--- src/rtl/vga_fb_arbiter_if.sv ---
// vga_fb_arbiter_if: display timing, host port and RAM port bundle for the framebuffer arbiter.
interface vga_fb_arbiter_if #(
   parameter int DATA_W = 8,
   parameter int ADDR_W = 15
);
   logic              p_tick;
   logic              video_on;
   logic [9:0]        pixel_x;
   logic [9:0]        pixel_y;
   logic              disp_en;
   logic              host_req;
   logic              host_we;
   logic [ADDR_W-1:0] host_addr;
   logic [DATA_W-1:0] host_wdata;
   logic              host_ack;
   logic [DATA_W-1:0] host_rdata;
   logic              host_rvalid;
   logic              host_err;
   logic [DATA_W-1:0] pix_data;
   logic              pix_valid;
   logic [ADDR_W-1:0] mem_addr;
   logic              mem_we;
   logic [DATA_W-1:0] mem_wdata;
   logic [DATA_W-1:0] mem_rdata;
   modport master (
      output p_tick, video_on, pixel_x, pixel_y, disp_en,
      output host_req, host_we, host_addr, host_wdata, mem_rdata,
      input  host_ack, host_rdata, host_rvalid, host_err, pix_data, pix_valid,
      input  mem_addr, mem_we, mem_wdata
   );
   modport slave (
      input  p_tick, video_on, pixel_x, pixel_y, disp_en,
      input  host_req, host_we, host_addr, host_wdata, mem_rdata,
      output host_ack, host_rdata, host_rvalid, host_err, pix_data, pix_valid,
      output mem_addr, mem_we, mem_wdata
   );
endinterface

--- src/rtl/vga_fb_arbiter.sv ---
// vga_fb_arbiter: shares one single-port framebuffer RAM between display fetch and a host port.
module vga_fb_arbiter #(
   parameter int H_RES  = 640,
   parameter int V_RES  = 480,
   parameter int SHIFT  = 2,
   parameter int DATA_W = 8,
   parameter int ADDR_W = 15
) (
   input  logic            clk,
   input  logic            reset,
   vga_fb_arbiter_if.slave bus
);
   localparam logic [31:0] FB_W     = 32'(H_RES >> SHIFT);
   localparam logic [31:0] FB_DEPTH = FB_W * 32'(V_RES >> SHIFT);
   localparam logic [1:0]  TAG_NONE = 2'd0;
   localparam logic [1:0]  TAG_DISP = 2'd1;
   localparam logic [1:0]  TAG_HOST = 2'd2;
   localparam logic [1:0]  TAG_BAD  = 2'd3;
   logic              disp_slot, host_slot, host_ok, host_go;
   logic [ADDR_W-1:0] mem_addr_q, mem_addr_d;
   logic              mem_we_q, mem_we_d;
   logic [DATA_W-1:0] mem_wdata_q, mem_wdata_d;
   logic              host_ack_q, host_ack_d, host_err_q, host_err_d;
   logic [1:0]        tag1_q, tag1_d, tag2_q;
   logic              pix_valid_q, pix_valid_d, host_rvalid_q, host_rvalid_d;
   logic [DATA_W-1:0] pix_data_q, pix_data_d, host_rdata_q, host_rdata_d;
   always_comb begin
      disp_slot     = bus.disp_en & bus.p_tick & bus.video_on;
      host_slot     = ~disp_slot & bus.host_req & ~host_ack_q;
      host_ok       = 32'(bus.host_addr) < FB_DEPTH;
      host_go       = host_slot & host_ok;
      mem_addr_d    = disp_slot ? ADDR_W'(32'(bus.pixel_y >> SHIFT) * FB_W + 32'(bus.pixel_x >> SHIFT))
                    : host_go   ? bus.host_addr : mem_addr_q;
      mem_we_d      = host_go & bus.host_we;
      mem_wdata_d   = host_go ? bus.host_wdata : mem_wdata_q;
      host_ack_d    = host_slot;
      host_err_d    = host_slot & ~host_ok;
      // Each issued read carries a tag so its data, two cycles later, reaches the right consumer
      tag1_d        = disp_slot ? TAG_DISP
                    : (host_slot & ~bus.host_we) ? (host_ok ? TAG_HOST : TAG_BAD) : TAG_NONE;
      pix_valid_d   = tag2_q == TAG_DISP;
      host_rvalid_d = (tag2_q == TAG_HOST) | (tag2_q == TAG_BAD);
      pix_data_d    = (tag2_q == TAG_DISP) ? bus.mem_rdata : pix_data_q;
      host_rdata_d  = (tag2_q == TAG_HOST) ? bus.mem_rdata
                    : (tag2_q == TAG_BAD)  ? '0 : host_rdata_q;
   end
   always_ff @(posedge clk) begin
      if (reset) begin
         mem_addr_q    <= '0;
         mem_we_q      <= 1'b0;
         mem_wdata_q   <= '0;
         host_ack_q    <= 1'b0;
         host_err_q    <= 1'b0;
         tag1_q        <= TAG_NONE;
         tag2_q        <= TAG_NONE;
         pix_valid_q   <= 1'b0;
         host_rvalid_q <= 1'b0;
         pix_data_q    <= '0;
         host_rdata_q  <= '0;
      end else begin
         mem_addr_q    <= mem_addr_d;
         mem_we_q      <= mem_we_d;
         mem_wdata_q   <= mem_wdata_d;
         host_ack_q    <= host_ack_d;
         host_err_q    <= host_err_d;
         tag1_q        <= tag1_d;
         tag2_q        <= tag1_q;
         pix_valid_q   <= pix_valid_d;
         host_rvalid_q <= host_rvalid_d;
         pix_data_q    <= pix_data_d;
         host_rdata_q  <= host_rdata_d;
      end
   end
   assign bus.mem_addr    = mem_addr_q;
   assign bus.mem_we      = mem_we_q;
   assign bus.mem_wdata   = mem_wdata_q;
   assign bus.host_ack    = host_ack_q;
   assign bus.host_err    = host_err_q;
   assign bus.host_rvalid = host_rvalid_q;
   assign bus.host_rdata  = host_rdata_q;
   assign bus.pix_valid   = pix_valid_q;
   assign bus.pix_data    = pix_data_q;
endmodule

--- src/flat_wrapper.sv ---
// flat-port wrapper written by rule: the top's interface ports become plain ports
module vga_fb_arbiter_flat 
#(
   parameter int H_RES  = 640,
   parameter int V_RES  = 480,
   parameter int SHIFT  = 2,
   parameter int DATA_W = 8,
   parameter int ADDR_W = 15
)
  (clk, reset, bus_p_tick, bus_video_on, bus_pixel_x, bus_pixel_y, bus_disp_en, bus_host_req, bus_host_we, bus_host_addr, bus_host_wdata, bus_mem_rdata, bus_host_ack, bus_host_rdata, bus_host_rvalid, bus_host_err, bus_pix_data, bus_pix_valid, bus_mem_addr, bus_mem_we, bus_mem_wdata);
  vga_fb_arbiter_if #(.DATA_W(DATA_W), .ADDR_W(ADDR_W)) bus_i ();
  input  logic clk;
  input  logic reset;
  input wire logic [$bits(bus_i.p_tick)-1:0] bus_p_tick;
  input wire logic [$bits(bus_i.video_on)-1:0] bus_video_on;
  input wire logic [$bits(bus_i.pixel_x)-1:0] bus_pixel_x;
  input wire logic [$bits(bus_i.pixel_y)-1:0] bus_pixel_y;
  input wire logic [$bits(bus_i.disp_en)-1:0] bus_disp_en;
  input wire logic [$bits(bus_i.host_req)-1:0] bus_host_req;
  input wire logic [$bits(bus_i.host_we)-1:0] bus_host_we;
  input wire logic [$bits(bus_i.host_addr)-1:0] bus_host_addr;
  input wire logic [$bits(bus_i.host_wdata)-1:0] bus_host_wdata;
  input wire logic [$bits(bus_i.mem_rdata)-1:0] bus_mem_rdata;
  output wire logic [$bits(bus_i.host_ack)-1:0] bus_host_ack;
  output wire logic [$bits(bus_i.host_rdata)-1:0] bus_host_rdata;
  output wire logic [$bits(bus_i.host_rvalid)-1:0] bus_host_rvalid;
  output wire logic [$bits(bus_i.host_err)-1:0] bus_host_err;
  output wire logic [$bits(bus_i.pix_data)-1:0] bus_pix_data;
  output wire logic [$bits(bus_i.pix_valid)-1:0] bus_pix_valid;
  output wire logic [$bits(bus_i.mem_addr)-1:0] bus_mem_addr;
  output wire logic [$bits(bus_i.mem_we)-1:0] bus_mem_we;
  output wire logic [$bits(bus_i.mem_wdata)-1:0] bus_mem_wdata;
  assign bus_i.p_tick = bus_p_tick;
  assign bus_i.video_on = bus_video_on;
  assign bus_i.pixel_x = bus_pixel_x;
  assign bus_i.pixel_y = bus_pixel_y;
  assign bus_i.disp_en = bus_disp_en;
  assign bus_i.host_req = bus_host_req;
  assign bus_i.host_we = bus_host_we;
  assign bus_i.host_addr = bus_host_addr;
  assign bus_i.host_wdata = bus_host_wdata;
  assign bus_i.mem_rdata = bus_mem_rdata;
  assign bus_host_ack = bus_i.host_ack;
  assign bus_host_rdata = bus_i.host_rdata;
  assign bus_host_rvalid = bus_i.host_rvalid;
  assign bus_host_err = bus_i.host_err;
  assign bus_pix_data = bus_i.pix_data;
  assign bus_pix_valid = bus_i.pix_valid;
  assign bus_mem_addr = bus_i.mem_addr;
  assign bus_mem_we = bus_i.mem_we;
  assign bus_mem_wdata = bus_i.mem_wdata;
  vga_fb_arbiter #(.H_RES(H_RES), .V_RES(V_RES), .SHIFT(SHIFT), .DATA_W(DATA_W), .ADDR_W(ADDR_W)) u_core (.clk(clk), .reset(reset), .bus(bus_i));
endmodule
--- config.mk ---
export PLATFORM = sky130hd
export DESIGN_NAME = vga_fb_arbiter_flat
export DESIGN_NICKNAME = d
export VERILOG_FILES = /design/src/rtl/vga_fb_arbiter_if.sv /design/src/rtl/vga_fb_arbiter.sv /design/src/flat_wrapper.sv
export SDC_FILE = /design/constraint.sdc
export NUM_CORES = 1
export LEC_CHECK = 0
export BUFFER_PORTS_ARGS = -buffer_cell sky130_fd_sc_hd__clkbuf_2
export CORE_ASPECT_RATIO = 1.2
export CORE_MARGIN = 2
export CORE_UTILIZATION = 40
export DETAILED_ROUTE_END_ITERATION = 6
export PLACE_DENSITY = 0.69
export SETUP_SLACK_MARGIN = 0.02
export SYNTH_ARGS = -nofsm -noshare
export SYNTH_HDL_FRONTEND = slang
export SYNTH_SLANG_ARGS = --single-unit
--- constraint.sdc ---
create_clock -name clk -period 2.5 [get_ports clk]
set_input_delay 0 -clock clk [delete_from_list [all_inputs] [get_ports clk]]
set_output_delay 0 -clock clk [all_outputs]
set_load 0.01 [all_outputs]
Word level (Yosys, flattened, before mapping)
Cells that the tools add are included.
{"block": "word_totals", "ramBits": 0, "memories": 0, "latch_bits": 0, "out_inout_bits": 44, "wordCells": 42, "romBits": 0, "input_bits": 58, "register_bits": 48}
{"block": "classes", "n_reduce_logical": 3, "n_bitwise": 14, "n_mux": 7, "n_lt_le_gt_ge": 1, "eq_ne": 3, "addsub": 1, "n_div": 0, "multipliers": 1, "n_shift": 0}
{"operator": "$mux 15", "n": 2}
{"operator": "$mux 8", "n": 2}
{"operator": "$add 15x8->15", "n": 1}
{"operator": "$lt 15x15->1 const B", "n": 1}
{"operator": "$mul 8x3->10 const B", "n": 1}
{"operator": "$and 1x1->1", "n": 8}
{"operator": "$not 1->1", "n": 5}
{"operator": "$eq 2x2->1 const B", "n": 2}
{"operator": "$reduce_bool 2->1", "n": 2}
{"operator": "$mux 1", "n": 3}
{"operator": "$reduce_or 3->1", "n": 1}
{"operator": "$eq 2x1->1 const B", "n": 1}
{"operator": "$or 1x1->1", "n": 1}

Logic depth before layout (Yosys ltp)
{"block": "depth", "word_depth": 8, "depth_mapped": 10, "mapped_depth_nobuf": 10}

Worst setup path after synthesis
OpenSTA, ideal clock, no wires.
{"block": "synth_path", "kind": "input to register", "start": "input bus_pixel_y[3]", "end": "register u_core.mem_addr_q[14], in the netlist u_core.bus.mem_addr[14]", "slack_ns": 0.311, "required_time_ns": 2.363, "arrival_ns": 2.052, "setup_ns": 0.137, "n_path_buf": 0, "path_stages": 8, "path_cell_list": "ha_1 > ha_1 > inv_1 > fa_1 > or4_4 > nor4b_2 > xor2_1 > a21oi_1"}
{"block": "synth_between", "elab_chain_len": 3}
{"element": "start, declared", "line_no": "flat_wrapper.sv:17", "text": "input wire logic [$bits(bus_i.pixel_y)-1:0] bus_pixel_y;"}
{"element": "$mul 8x3->10", "line_no": "vga_fb_arbiter.sv:32", "text": "mem_addr_d = disp_slot ? ADDR_W'(32'(bus.pixel_y >> SHIFT) * FB_W + 32'(bus.pixel_x >> SHIFT))"}
{"element": "$add 15x8->15", "line_no": "vga_fb_arbiter.sv:32"}
{"element": "$mux 15", "line_no": "vga_fb_arbiter.sv:32"}
{"element": "end signal, assigned", "line_no": "vga_fb_arbiter.sv:61", "text": "mem_addr_q <= mem_addr_d;"}
{"element": "end, declared", "line_no": "vga_fb_arbiter.sv:20", "text": "logic [ADDR_W-1:0] mem_addr_q, mem_addr_d;"}
No other way between the ends.
A chain may end at the register's enable or synchronous reset.

Worst setup path after layout
{"block": "layout_path", "start": "input bus_host_addr[11]", "end": "register u_core.mem_addr_q[2], in the netlist u_core.bus.mem_addr[2]"}
{"block": "layout_between", "elab_chain_len": 3}
{"element": "start, declared", "line_no": "flat_wrapper.sv:21", "text": "input wire logic [$bits(bus_i.host_addr)-1:0] bus_host_addr;"}
{"element": "$lt 15x15->1", "line_no": "vga_fb_arbiter.sv:30", "text": "host_ok = 32'(bus.host_addr) < FB_DEPTH;"}
{"element": "$and 1x1->1", "line_no": "vga_fb_arbiter.sv:31", "text": "host_go = host_slot & host_ok;"}
{"element": "$reduce_bool 2->1 (no source line)"}
No other way between the ends.

==> flow_metrics.tcl <==
set metrics [dict create \
    outcome "complete, no violations" \
    synthTopCellsByCount "58 x nand2_1, 48 x dfxtp_1, 28 x a21oi_1" \
    setup_viol 0 \
    finish.utilization 0.574 \
    areaGrowthSynthToFinish_pct 40.9 \
    synthCells 286 \
    yosysMostFrequentCell "nand2_1" \
    cts-root-buf "clkbuf_8" \
    via_per_inst 4.88 \
    num_vias 2413 \
    die_x_microns 75.0 \
    fmax_mhz 445 \
    fin_setup_tns_ns 0 \
    p_total_mw 1.81 \
    fin_skew_ns 0.00598 \
    grt_max_degree 42 \
    crit_type "in -> reg" \
    relSlewSlack 0.673 \
    die-area_sq_mm 0.00668 \
    drcViolationCount 0 \
    fill_cells 575 \
    grt_first_pass_wirelength_mm 9.60 \
    antenna_cells 0 \
    ys.flop_type "dfxtp_1" \
    ys_seq_area_frac 0.398 \
    maxSlewViolCount 0 \
    cts_tree "yes" \
    drtPass1Iterations 4 \
    crit_start "bus_host_addr[11]" \
    endpoint_kind "register" \
    min_period_ns 2.25 \
    clockBufferDepth 2 \
    routed_wl_mm 6.18 \
    port_buffers 97 \
    cp_max_fo 24 \
    synth_cell_types 44 \
    avgSynthCellArea_sq_um 8.45 \
    power_density_mw_per_mm2 532 \
    synth_largest_area_cell "dfxtp_1" \
    cap_violations 0 \
    ys_seq_elements 48 \
    async_flop_share 0 \
    hp-start "bus_host_addr[8]" \
    die_h_microns 89.2 \
    startpoint_type "input port" \
    netlist_area_sq_mm 0.00242 \
    initial_core_util 0.407 \
    yosysTopAreaCellShare 0.398 \
    wl_per_cell_microns 12.5 \
    holdWs_ns 0.0133 \
    grt.overflow.total 0 \
    grt.total_usage 0.184 \
    row_count 31 \
    synthesis.nets 361 \
    core_area_sq_mm 0.00593 \
    cts_sinks 48 \
    hold_viol_final 0 \
    r2r-start "u_core.bus.host_ack$_SDFF_PP0_" \
    synthTopCellsByArea "dfxtp_1 40%, nand2_1 9.0%, ha_1 7.8%, a21oi_1 5.8%, nor2_1 3.4%" \
    layout-drive-gt1-share 0.284 \
    ant_nets 0 \
    rsz0062_at_grt "false" \
    worst_ep_arrival_time_ns 2.49 \
    place_inst 455 \
    place.gp.congestion 0.845 \
    power_leakage_nw 1.54 \
    drt_iter0_drc 81 \
    peakVddDrop_uv 227 \
    final_nets 486 \
    path_clk_slew_ns 0.09 \
    htreeDepth 2 \
    antenna_found_initial 0 \
    synth_edf_count 0 \
    cts_buffers 5 \
    worst_skew_pair.late_latency_ns 0.29 \
    fin_crit_sh 0.899 \
    final_cells 494 \
    dpl.hpwl_mm 4.40 \
    crit_required_ns 2.74 \
    tightest_slew_ns 0.489 \
    io_pins 102 \
    grt_pass1_vias 2234 \
    min_path_type "in -> reg" \
    yosysWarnings 0 \
]
==> critical path, cell delays in order <==
cell           delay, ns
dlygate4sd3_1       0.53
clkbuf_2            0.12
a211o_1             0.32
a211oi_4            0.25
buf_4               0.30
nand2_1             0.09
a311oi_1            0.26
dlygate4sd3_1       0.60
==> cell type report <==
cell class | instances | area [sq um] | area share
clock inverters | 3 | 46.3 | 0.0136
flip-flops and latches | 48 | 961 | 0.282
inverters | 9 | 33.8 | 0.00992
repair buffers | 133 | 833 | 0.245
clock buffers | 5 | 68.8 | 0.0202
multi-input cells | 214 | 1360 | 0.400
well taps | 82 | 103 | 0.0301
==> path summary, 6_finish.rpt <==
check | end | slack (ns) | cells after the start
worst max register to register | u_core.bus.mem_addr[2]$_SDFFE_PP0P_ | 0.46 | 6
worst min register to register | u_core.tag2_q[0]$_SDFF_PP0_ | 0.44 | 1
worst min-delay path | u_core.bus.mem_addr[8]$_SDFFE_PP0P_ | 0.01 | 3
worst max-delay path | u_core.bus.mem_addr[2]$_SDFFE_PP0P_ | 0.25 | 8
==> flip-flops by register name (all words and copies together), names as in the netlist, 2 cells and up <==
register               cells
u_core.bus.host_rdata      8
u_core.bus.pix_data        8
u_core.bus.mem_addr       15
u_core.tag2_q              2
u_core.tag1_q              2
u_core.bus.mem_wdata       8
==> power breakdown <==
| group | switching, mW | internal, mW | total, mW |
|---|---|---|---|
| logic | 0.216 | 0.213 | 0.429 |
| registers | 0.0195 | 0.800 | 0.820 |
| clock network | 0.263 | 0.301 | 0.565 |
| total | 0.499 | 1.31 | 1.81 |
==> what timing repair did <==
action / in CTS / in global routing
endpoints found under the hold margin: 36 / 0
resized for setup: 0 / 0
hold buffers: 31 / 0
buffers inserted: 0 / 0
==> per-layer routing <==
layer	wire (microns)	vias up	part of all wire	global-route usage
li1	-	1227	-	-
met2	3300	65	0.53	0.352
met5	0	-	0	0
met1	2430	1115	0.39	0.195
met3	387	6	0.063	0.0496
met4	58	0	0.0094	0.0487
==> placed cells by master (no fill, tap or decap), types with 2 or more instances in the layout <==
cell / n
a311oi_1: 8
a211oi_1: 5
nand3_1: 6
dfxtp_1: 48
and3_1: 2
nor2_1: 22
ha_1: 15
a211oi_4: 2
nand3b_1: 9
xor2_1: 4
nand2_1: 58
inv_1: 9
buf_4: 5
fa_1: 2
nor2b_1: 11
dlygate4sd3_1: 31
a21o_1: 3
nand2b_1: 10
a21oi_1: 28
clkbuf_8: 5
xnor2_1: 5
clkbuf_2: 97
nor4b_2: 2
==> cell families (layout without fill, tap and decap cells) <==
| group | count (synthesis) | after routing | share of synthesized area |
|---|---|---|---|
| AO/OA/AOI/OAI | 61 | 61 | 0.177 |
| AND/OR/NAND/NOR | 126 | 126 | 0.255 |
| flip-flops | 48 | 48 | 0.398 |
| multiplexers | 1 | 1 | 0.00414 |
| buffers and inverters | 24 | 150 | 0.0393 |
| XOR/XNOR | 9 | 9 | 0.0326 |
| adder cells (fa/ha/maj) | 17 | 17 | 0.0942 |
==> stage by stage <==
| stage | cell area (sq um) | setup slack [ns] |
|---|---|---|
| 6_report | 3410 | 0.254 |
| 5_1_grt | 3410 | 0.179 |
| 4_1_cts | 3410 | 0.297 |
| 3_5_place_dp | 2980 | 0.0653 |
| 3_3_place_gp | 2980 | 0.108 |
| 2_1_floorplan | 2420 | 0.311 |
No activity file was read; power rests on OpenSTA's default activity.
